### config.mk
export PLATFORM = sky130hd
export DESIGN_NAME = mem_access
export DESIGN_NICKNAME = d
export VERILOG_FILES = /design/src/rtl/mem_access_pkg.sv /design/src/rtl/uart_handshake.sv /design/src/rtl/mem_access.sv
export SDC_FILE = /design/constraint.sdc
export NUM_CORES = 1
export LEC_CHECK = 0
export BUFFER_PORTS_ARGS = -buffer_cell sky130_fd_sc_hd__buf_2
export CAP_MARGIN = 40
export CORE_AREA = 2 2 111 113
export DETAILED_ROUTE_END_ITERATION = 10
export DIE_AREA = 0 0 113 115
export GPL_ROUTABILITY_DRIVEN = 1
export GPL_TIMING_DRIVEN = 0
export PLACE_DENSITY = 0.69
export SLEW_MARGIN = 20
export SYNTH_ARGS = -nofsm -noshare
export SYNTH_HDL_FRONTEND = slang
export SYNTH_SLANG_ARGS = --single-unit
### constraint.sdc
create_clock -name CLK -period 2.7 [get_ports CLK]
set_input_delay 0.405 -clock CLK [delete_from_list [all_inputs] [get_ports CLK]]
set_output_delay 0.405 -clock CLK [all_outputs]
set_load 0.03 [all_outputs]
### src/rtl/mem_access_pkg.sv
// mem_access_pkg
// Types and constants shared by the memory-access stage and its UART
// handshake controller:
//   hs_state_e    - handshake FSM states (RUN, RX_WAIT, TX_WAIT)
//   mem_to_reg_e  - write-back source select carried on MemtoReg
//   BRANCH_BUBBLE - Branch code marking a no-op slot downstream
//   rx_extend()   - zero-extends a received UART byte to a register word
package mem_access_pkg;

  typedef enum logic [1:0] {
    ST_RUN     = 2'b00,
    ST_RX_WAIT = 2'b01,
    ST_TX_WAIT = 2'b10
  } hs_state_e;

  typedef enum logic [1:0] {
    MTR_ALU  = 2'b00,
    MTR_MEM  = 2'b01,
    MTR_UART = 2'b10,
    MTR_PC1  = 2'b11
  } mem_to_reg_e;

  localparam logic [1:0] BRANCH_BUBBLE = 2'b11;

  function automatic logic [31:0] rx_extend(input logic [7:0] b);
    return {24'b0, b};
  endfunction

endpackage

### src/rtl/uart_handshake.sv
// uart_handshake
// Handshake controller for UART-backed register transfers.
// Ports:
//   CLK, reset_n          - clock, asynchronous active-low reset
//   UARTtoReg, RegtoUART  - current instruction pops RX byte / pushes TX byte
//   tx_byte               - byte to transmit (low byte of store data)
//   rx_valid / rx_ready   - RX FIFO pop handshake
//   tx_data / tx_valid / tx_ready - TX handshake
//   stall                 - holds the upstream pipeline until the byte moves
// The instruction is held stable upstream while stalled, so the wait states
// only need to remember which direction is outstanding.
module uart_handshake
  import mem_access_pkg::*;
(
  input  logic       CLK,
  input  logic       reset_n,
  input  logic       UARTtoReg,
  input  logic       RegtoUART,
  input  logic [7:0] tx_byte,
  input  logic       rx_valid,
  output logic       rx_ready,
  output logic [7:0] tx_data,
  output logic       tx_valid,
  input  logic       tx_ready,
  output logic       stall
);

  hs_state_e state;
  hs_state_e state_nx;
  logic      rx_req;
  logic      tx_req;
  logic      rx_op;
  logic      tx_op;

  // RX wins when an instruction asks for both directions.
  assign rx_op = UARTtoReg;
  assign tx_op = RegtoUART & ~UARTtoReg;

  always_comb begin
    state_nx = state;
    rx_req   = 1'b0;
    tx_req   = 1'b0;
    case (state)
      ST_RUN: begin
        if (rx_op) begin
          rx_req = 1'b1;
          if (!rx_valid) state_nx = ST_RX_WAIT;
        end else if (tx_op) begin
          tx_req = 1'b1;
          if (!tx_ready) state_nx = ST_TX_WAIT;
        end
      end
      ST_RX_WAIT: begin
        rx_req = 1'b1;
        if (rx_valid) state_nx = ST_RUN;
      end
      ST_TX_WAIT: begin
        tx_req = 1'b1;
        if (tx_ready) state_nx = ST_RUN;
      end
      default: state_nx = ST_RUN;
    endcase
  end

  // Mealy outputs; gated by reset_n so an abort drops them without a clock.
  assign rx_ready = reset_n & rx_req & rx_valid;
  assign tx_valid = reset_n & tx_req;
  assign stall    = reset_n & ((rx_req & ~rx_valid) | (tx_req & ~tx_ready));
  assign tx_data  = tx_byte;

  always_ff @(posedge CLK or negedge reset_n) begin
    if (!reset_n) state <= ST_RUN;
    else          state <= state_nx;
  end

endmodule

### src/rtl/mem_access.sv
// mem_access
// Memory-access pipeline stage: drives a synchronous data RAM, moves bytes
// to/from the UART, and registers the execute-stage control for write-back.
// Ports:
//   CLK, reset_n                       - clock, asynchronous active-low reset
//   distinct, RegWrite, MemWrite, MemRead, UARTtoReg, RegtoUART,
//   MemtoReg[1:0], Branch[1:0]         - execute-stage control
//   register_data, alu_result          - store/TX data, ALU result or address
//   rdist, pc1                         - destination register, return PC
//   dmem_addr/wdata/we, dmem_rdata     - data RAM (1-cycle read latency)
//   rx_data/rx_valid/rx_ready          - UART RX FIFO pop
//   tx_data/tx_valid/tx_ready          - UART TX push
//   stall                              - freezes all upstream stages
//   *_next, uart_data                  - registered write-back stage inputs
//   mem_data                           - RAM read data, aligned with *_next
module mem_access
  import mem_access_pkg::*;
#(
  parameter int INST_MEM_WIDTH = 2,
  parameter int DATA_MEM_WIDTH = 10
) (
  input  logic                      CLK,
  input  logic                      reset_n,
  input  logic                      distinct,
  input  logic                      RegWrite,
  input  logic                      MemWrite,
  input  logic                      MemRead,
  input  logic                      UARTtoReg,
  input  logic                      RegtoUART,
  input  logic [1:0]                MemtoReg,
  input  logic [1:0]                Branch,
  input  logic [31:0]               register_data,
  input  logic [31:0]               alu_result,
  input  logic [4:0]                rdist,
  input  logic [INST_MEM_WIDTH-1:0] pc1,
  output logic [DATA_MEM_WIDTH-1:0] dmem_addr,
  output logic [31:0]               dmem_wdata,
  output logic                      dmem_we,
  input  logic [31:0]               dmem_rdata,
  input  logic [7:0]                rx_data,
  input  logic                      rx_valid,
  output logic                      rx_ready,
  output logic [7:0]                tx_data,
  output logic                      tx_valid,
  input  logic                      tx_ready,
  output logic                      stall,
  output logic                      distinct_next,
  output logic                      RegWrite_next,
  output logic [1:0]                MemtoReg_next,
  output logic [1:0]                Branch_next,
  output logic [4:0]                rdist_next,
  output logic [31:0]               alu_result_next,
  output logic [31:0]               uart_data,
  output logic [INST_MEM_WIDTH-1:0] pc1_next,
  output logic [31:0]               mem_data
);

  // The RAM read port is always enabled, so MemRead carries no extra meaning here.
  logic unused_memread;
  assign unused_memread = MemRead;

  uart_handshake u_hs (
    .CLK       (CLK),
    .reset_n   (reset_n),
    .UARTtoReg (UARTtoReg),
    .RegtoUART (RegtoUART),
    .tx_byte   (register_data[7:0]),
    .rx_valid  (rx_valid),
    .rx_ready  (rx_ready),
    .tx_data   (tx_data),
    .tx_valid  (tx_valid),
    .tx_ready  (tx_ready),
    .stall     (stall)
  );

  assign dmem_addr  = alu_result[DATA_MEM_WIDTH-1:0];
  assign dmem_wdata = register_data;
  // Not gated by stall: the store fires once, on the instruction's first
  // cycle, and UART instructions never write RAM.
  assign dmem_we    = MemWrite & ~UARTtoReg & ~RegtoUART;
  assign mem_data   = dmem_rdata;

  // Stage boundary: execute -> write-back
  always_ff @(posedge CLK or negedge reset_n) begin
    if (!reset_n) begin
      distinct_next   <= 1'b0;
      RegWrite_next   <= 1'b0;
      MemtoReg_next   <= 2'b00;
      Branch_next     <= BRANCH_BUBBLE;
      rdist_next      <= '0;
      alu_result_next <= '0;
      uart_data       <= '0;
      pc1_next        <= '0;
    end else begin
      if (stall) begin
        // Bubble: nothing downstream may commit or branch.
        distinct_next <= 1'b0;
        RegWrite_next <= 1'b0;
        Branch_next   <= BRANCH_BUBBLE;
      end else begin
        distinct_next   <= distinct;
        RegWrite_next   <= RegWrite;
        MemtoReg_next   <= MemtoReg;
        Branch_next     <= Branch;
        rdist_next      <= rdist;
        alu_result_next <= alu_result;
        pc1_next        <= pc1;
      end
      if (rx_ready) uart_data <= rx_extend(rx_data);
    end
  end

endmodule

### Word level (Yosys, flattened, before mapping)

Cells that the tools add are included.

* bits in registers: 55
* input bits: 125
* output and inout bits: 163
* word-level logic and storage cells: 47

* eq/ne operators: 7
* muxes and demuxes: 15
* bitwise operators: 14
* reductions and logical operators: 2

Operators by type and width (count)
* 2-bit 2-to-1 mux: 7
* 1-bit AND: 9
* 3-bit != test (second input constant): 2
* 2-bit one-hot mux with 3 select lines: 1
* 1-bit 2-to-1 mux: 5
* 5-bit AND reduction: 1
* 2-bit != test (second input constant): 2
* 1-bit NOT: 4
* 1-bit one-hot mux with 2 select lines: 2
* 3-bit by 2-bit != test with 1-bit output (second input constant): 1
* 2-bit by 1-bit == test with 1-bit output (second input constant): 1
* 2-bit == test (second input constant): 1
* 2-bit zero test: 1
* 1-bit OR: 1

### Logic depth before layout (Yosys ltp)

* word-level depth: 9
* gate-level depth with buffers: 6
* gate-level depth less buffers: 4

### Hierarchy

From an unflattened synthesis, not the netlist that was laid out.

* cell total of the unflattened synthesis: 233
* area, all modules: 3047.9 sq um

Modules (own cells, without submodules)
* mem_access: instances 1, cells each 212, area an instance 2875.3 sq um, seq. area each 1328.8 sq um
* uart_handshake: instances 1, cells each 21, area an instance 172.7 sq um, seq. area each 50.0 sq um

### Worst setup path after synthesis

OpenSTA, ideal clock, no wires.

* path type: in2reg
* from: in UARTtoReg
* to: reg uart_data[0]
* library setup time: 0.125 ns
* data arrival time: 1.588 ns
* required time: 2.575 ns
* setup slack: 0.987 ns
* stages on the path: 3
* buffers on the path: 0
* cells stage by stage: nor2_1 > nor3_2 > mux2_2

* cells in the longest elaborated chain, start to end: 4

Ends and longest elaborated chain
* start, declared: RTL line mem_access.sv:28 `input logic UARTtoReg,`
* 1-bit 2-to-1 mux: RTL line uart_handshake.sv:45 `if (rx_op) begin`
* 1-bit one-hot mux with 2 select lines: RTL line uart_handshake.sv:43 `case (state)`
* 1-bit AND (2 in a row): RTL line uart_handshake.sv:66 `assign rx_ready = reset_n & rx_req & rx_valid;`
* net rx_ready: RTL line mem_access.sv:42 `output logic rx_ready,`
* end signal, assigned: RTL line mem_access.sv:109 `if (rx_ready) uart_data <= rx_extend(rx_data);`
* end, declared: RTL line mem_access.sv:53 `output logic [31:0] uart_data,`

The timed path passes the listed nets, and every way through them passes these cells.
A chain may end at the register's enable or synchronous reset.

### Worst setup path in the final report

* from: in reset_n
* to: out rx_ready

* cells in the longest elaborated chain, start to end: 2

Ends and longest elaborated chain
* start, declared: RTL line mem_access.sv:23 `input logic reset_n,`
* 1-bit AND (2 in a row): RTL line uart_handshake.sv:66
* end, declared: RTL line mem_access.sv:42

No other way between the ends.

==> impl_metrics.toml <==
[power_and_ir_drop]
p_clk_share_pct = 28.1
switching_share_pct = 33.4
power.leakage_nw = 2.52
combPwrFrac_pct = 35.2
p_seq_share_pct = 36.7
p_int_w = 0.00176
ir_drop_mv = 0.325
power_density_nw_per_um2 = 588
power_switching_w = 0.000885
power_w = 0.00265

[outcome]
violations = "DRC"
outcome = "finished with violations"

[critical_path]
cp_top_family = "buffers and inverters"
arrival_ns = 2.01
worstPathRequired_ns = 2.30
worstPathCellList = "buf_4, nand2_1, nor3_2, buf_2"
cp_num_buf_inv = 2
critical_path_class = "input pin to output port"
critical_path.max_fanout = 58
start_kind = "input pin"
cpPeakStageDelay_ns = 0.57
end_kind = "output port"
crit_slowest_cell = "buf_4"

[floorplan]
die_y_um = 115
die_w_um = 113
start_util_pct = 25.9
core_area_sq_um = 11800
rows = 40
pin_count = 288
die-area_sq_um = 13000

[sta]
fin_crit_sh_pct = 89.4
rsz0062_at_grt = "false"
slew_headroom_pct = 51.5
worst_pin_slew_ns = 0.727
maxSlewViolCount = 0
finalHoldViolCount = 0
holdWs_ns = 0.181
fin_skew_ns = 0.00604
period_minus_slack_ns = 2.41
fmax_mhz = 414
fin_tns_setup_ns = 0
setup_viol = 0

[job]
maxCapViolations = 0

[drt]
dr.pass1.iters = 7
wirelength_um = 6980
antenna_left = 0
drc_errors = 16
vias = 2300
wire_per_inst_um = 11.5
drt-initial-drc-count = 67
routed_via_density = 3.78

[global_routing]
grt_pass1_wl_um = 10100
overflow = 0
grt_pass1_vias = 2065
antenna_found_initial = 0
groute.usage.overall_pct = 9.76
grt_start_max_net_pins = 59

[cells_and_area]
final_common_cell = "buf_2"
final_util_pct = 38.1
n_antenna_cell = 0
drive_gt1_share_pct = 81.4
final_area_sq_um = 4500
finalNetCount = 586
final_cell_mix = "buf_2, buf_4, dfrtp_1"
area_delta_synth_final_pct = 47.0

[clock_tree]
cts_sinks = 55
cts-resized-gates = 0
cts_setup_buffers = 0
cts_tree = "done"
clock_latency_ns = 0.29
cts_buffer_depth = 2
ctsHoldBuffers = 0
cts_htree_levels = 2
clk_pin_slew_ns = 0.07
root_buffer = "clkbuf_16"
cts_made_buffers = 5

[logic_synthesis]
ys_warn_count = 0
synthMuxAreaShare_pct = 22.3
synth_top_family_by_area = "buffers and inverters"
ys_ff_latch = 55
synth-seq-area-share_pct = 45.0
synth_compound_area_share_pct = 1.27
syn_avg_cell_area_sq_um = 13.1
synth_xor_xnor_area_share_pct = 0
synthesis.area_sq_um = 3060
synthCells = 233
synth_cell_types = 18
synth_fa_ha_area_share_pct = 0
synthSimpleGateAreaFrac_pct = 2.33

[placed_design]
gp_congestion = 0.736
portBuffers = 198
placed_area_sq_um = 4330
dp_hpwl_um = 5810

[min_path]
holdCritPathClass = "input pin to async pin"
cells by family (layout without fill, tap and decap cells):
| kind of cell | after synthesis | in the layout |
|---|---|---|
| simple gates | 12 | 12 |
| flops | 55 | 55 |
| compound gates | 3 | 3 |
| mux | 49 | 49 |
| buf+inv | 113 | 319 |
| other cells | 1 | 24 |
power by group through the flow:
stage	registers (W)	logic (W)	clock network, W
floorplan	0.00118	0.000493	0
CTS	0.000972	0.000941	0.000771
global route	0.000984	0.000983	0.000807
finish	0.000971	0.000932	0.000743
global placement	0.000980	0.000930	0
detailed placement	0.000987	0.000939	0
cell type report:
type,count,area [sq um]
multi-input cells,88,883
well taps,147,184
plain buffers,111,878
fillers,1180,7310
flip-flops and latches,55,1380
repair buffers,198,993
inverters,2,7.51
clock buffers,6,139
clock inverters,2,35.0
registers in the layout, summed over array words and instances (netlist names):
register / count
Branch_next: 2
alu_result_next: 32
RegWrite_next: 1
uart_data: 8
pc1_next: 2
MemtoReg_next: 2
distinct_next: 1
rdist_next: 5
u_hs.state: 2
cells in the mapped netlist:
master    instances  area [sq um]
buf_12            3          60.1
o21ai_2           1          8.76
dfstp_2           2          52.6
mux2_2           14           158
dfrtp_1          53          1330
buf_6             2          22.5
nand2_1           1          3.75
inv_1             2          7.51
or2_2             3          18.8
buf_4           106           796
nor2_1            4          15.0
o21ba_2           1          10.0
a2bb2o_4          1          20.0
mux2_4           35           526
nor3b_1           1          7.51
nor3_2            2          20.0
conb_1            1          3.75
nor2b_1           1          6.26
worst paths after layout:
| path | startpoint | end | slack, ns | cells after the start |
|---|---|---|---|---|
| worst max-delay path | reset_n | rx_ready | 0.29 | 4 |
| worst min-delay path | reset_n | alu_result_next[16] | 0.18 | 1 |
| worst max register to register | u_hs.state[0] | alu_result_next[24] | 1.00 | 5 |
| worst min register to register | uart_data[0] | uart_data[0] | 0.51 | 1 |
| max in group asynchronous | reset_n | alu_result_next[27] | 2.04 | 1 |
| min in group CLK | rx_valid | u_hs.state[0] | 0.30 | 2 |
per-layer routing:
metal / routed length [um] / share of wire, % / vias up / track usage [%]
li1: - / - / 1080 / -
met1: 2500 / 36 / 1054 / 11.6
met2: 3650 / 52 / 161 / 17.2
met3: 741 / 11 / 5 / 2.74
met4: 85 / 1.2 / 0 / 3.17
met5: 0 / 0 / - / 0
metrics by stage:
stage / setup slack [ns] / instances
floorplan: 0.987 / 256
CTS: 0.199 / 609
finish: 0.286 / 609
global placement: -0.138 / 601
global route: 0.0530 / 609
detailed placement: 0.198 / 601
Power figures use the tool's default switching activity.
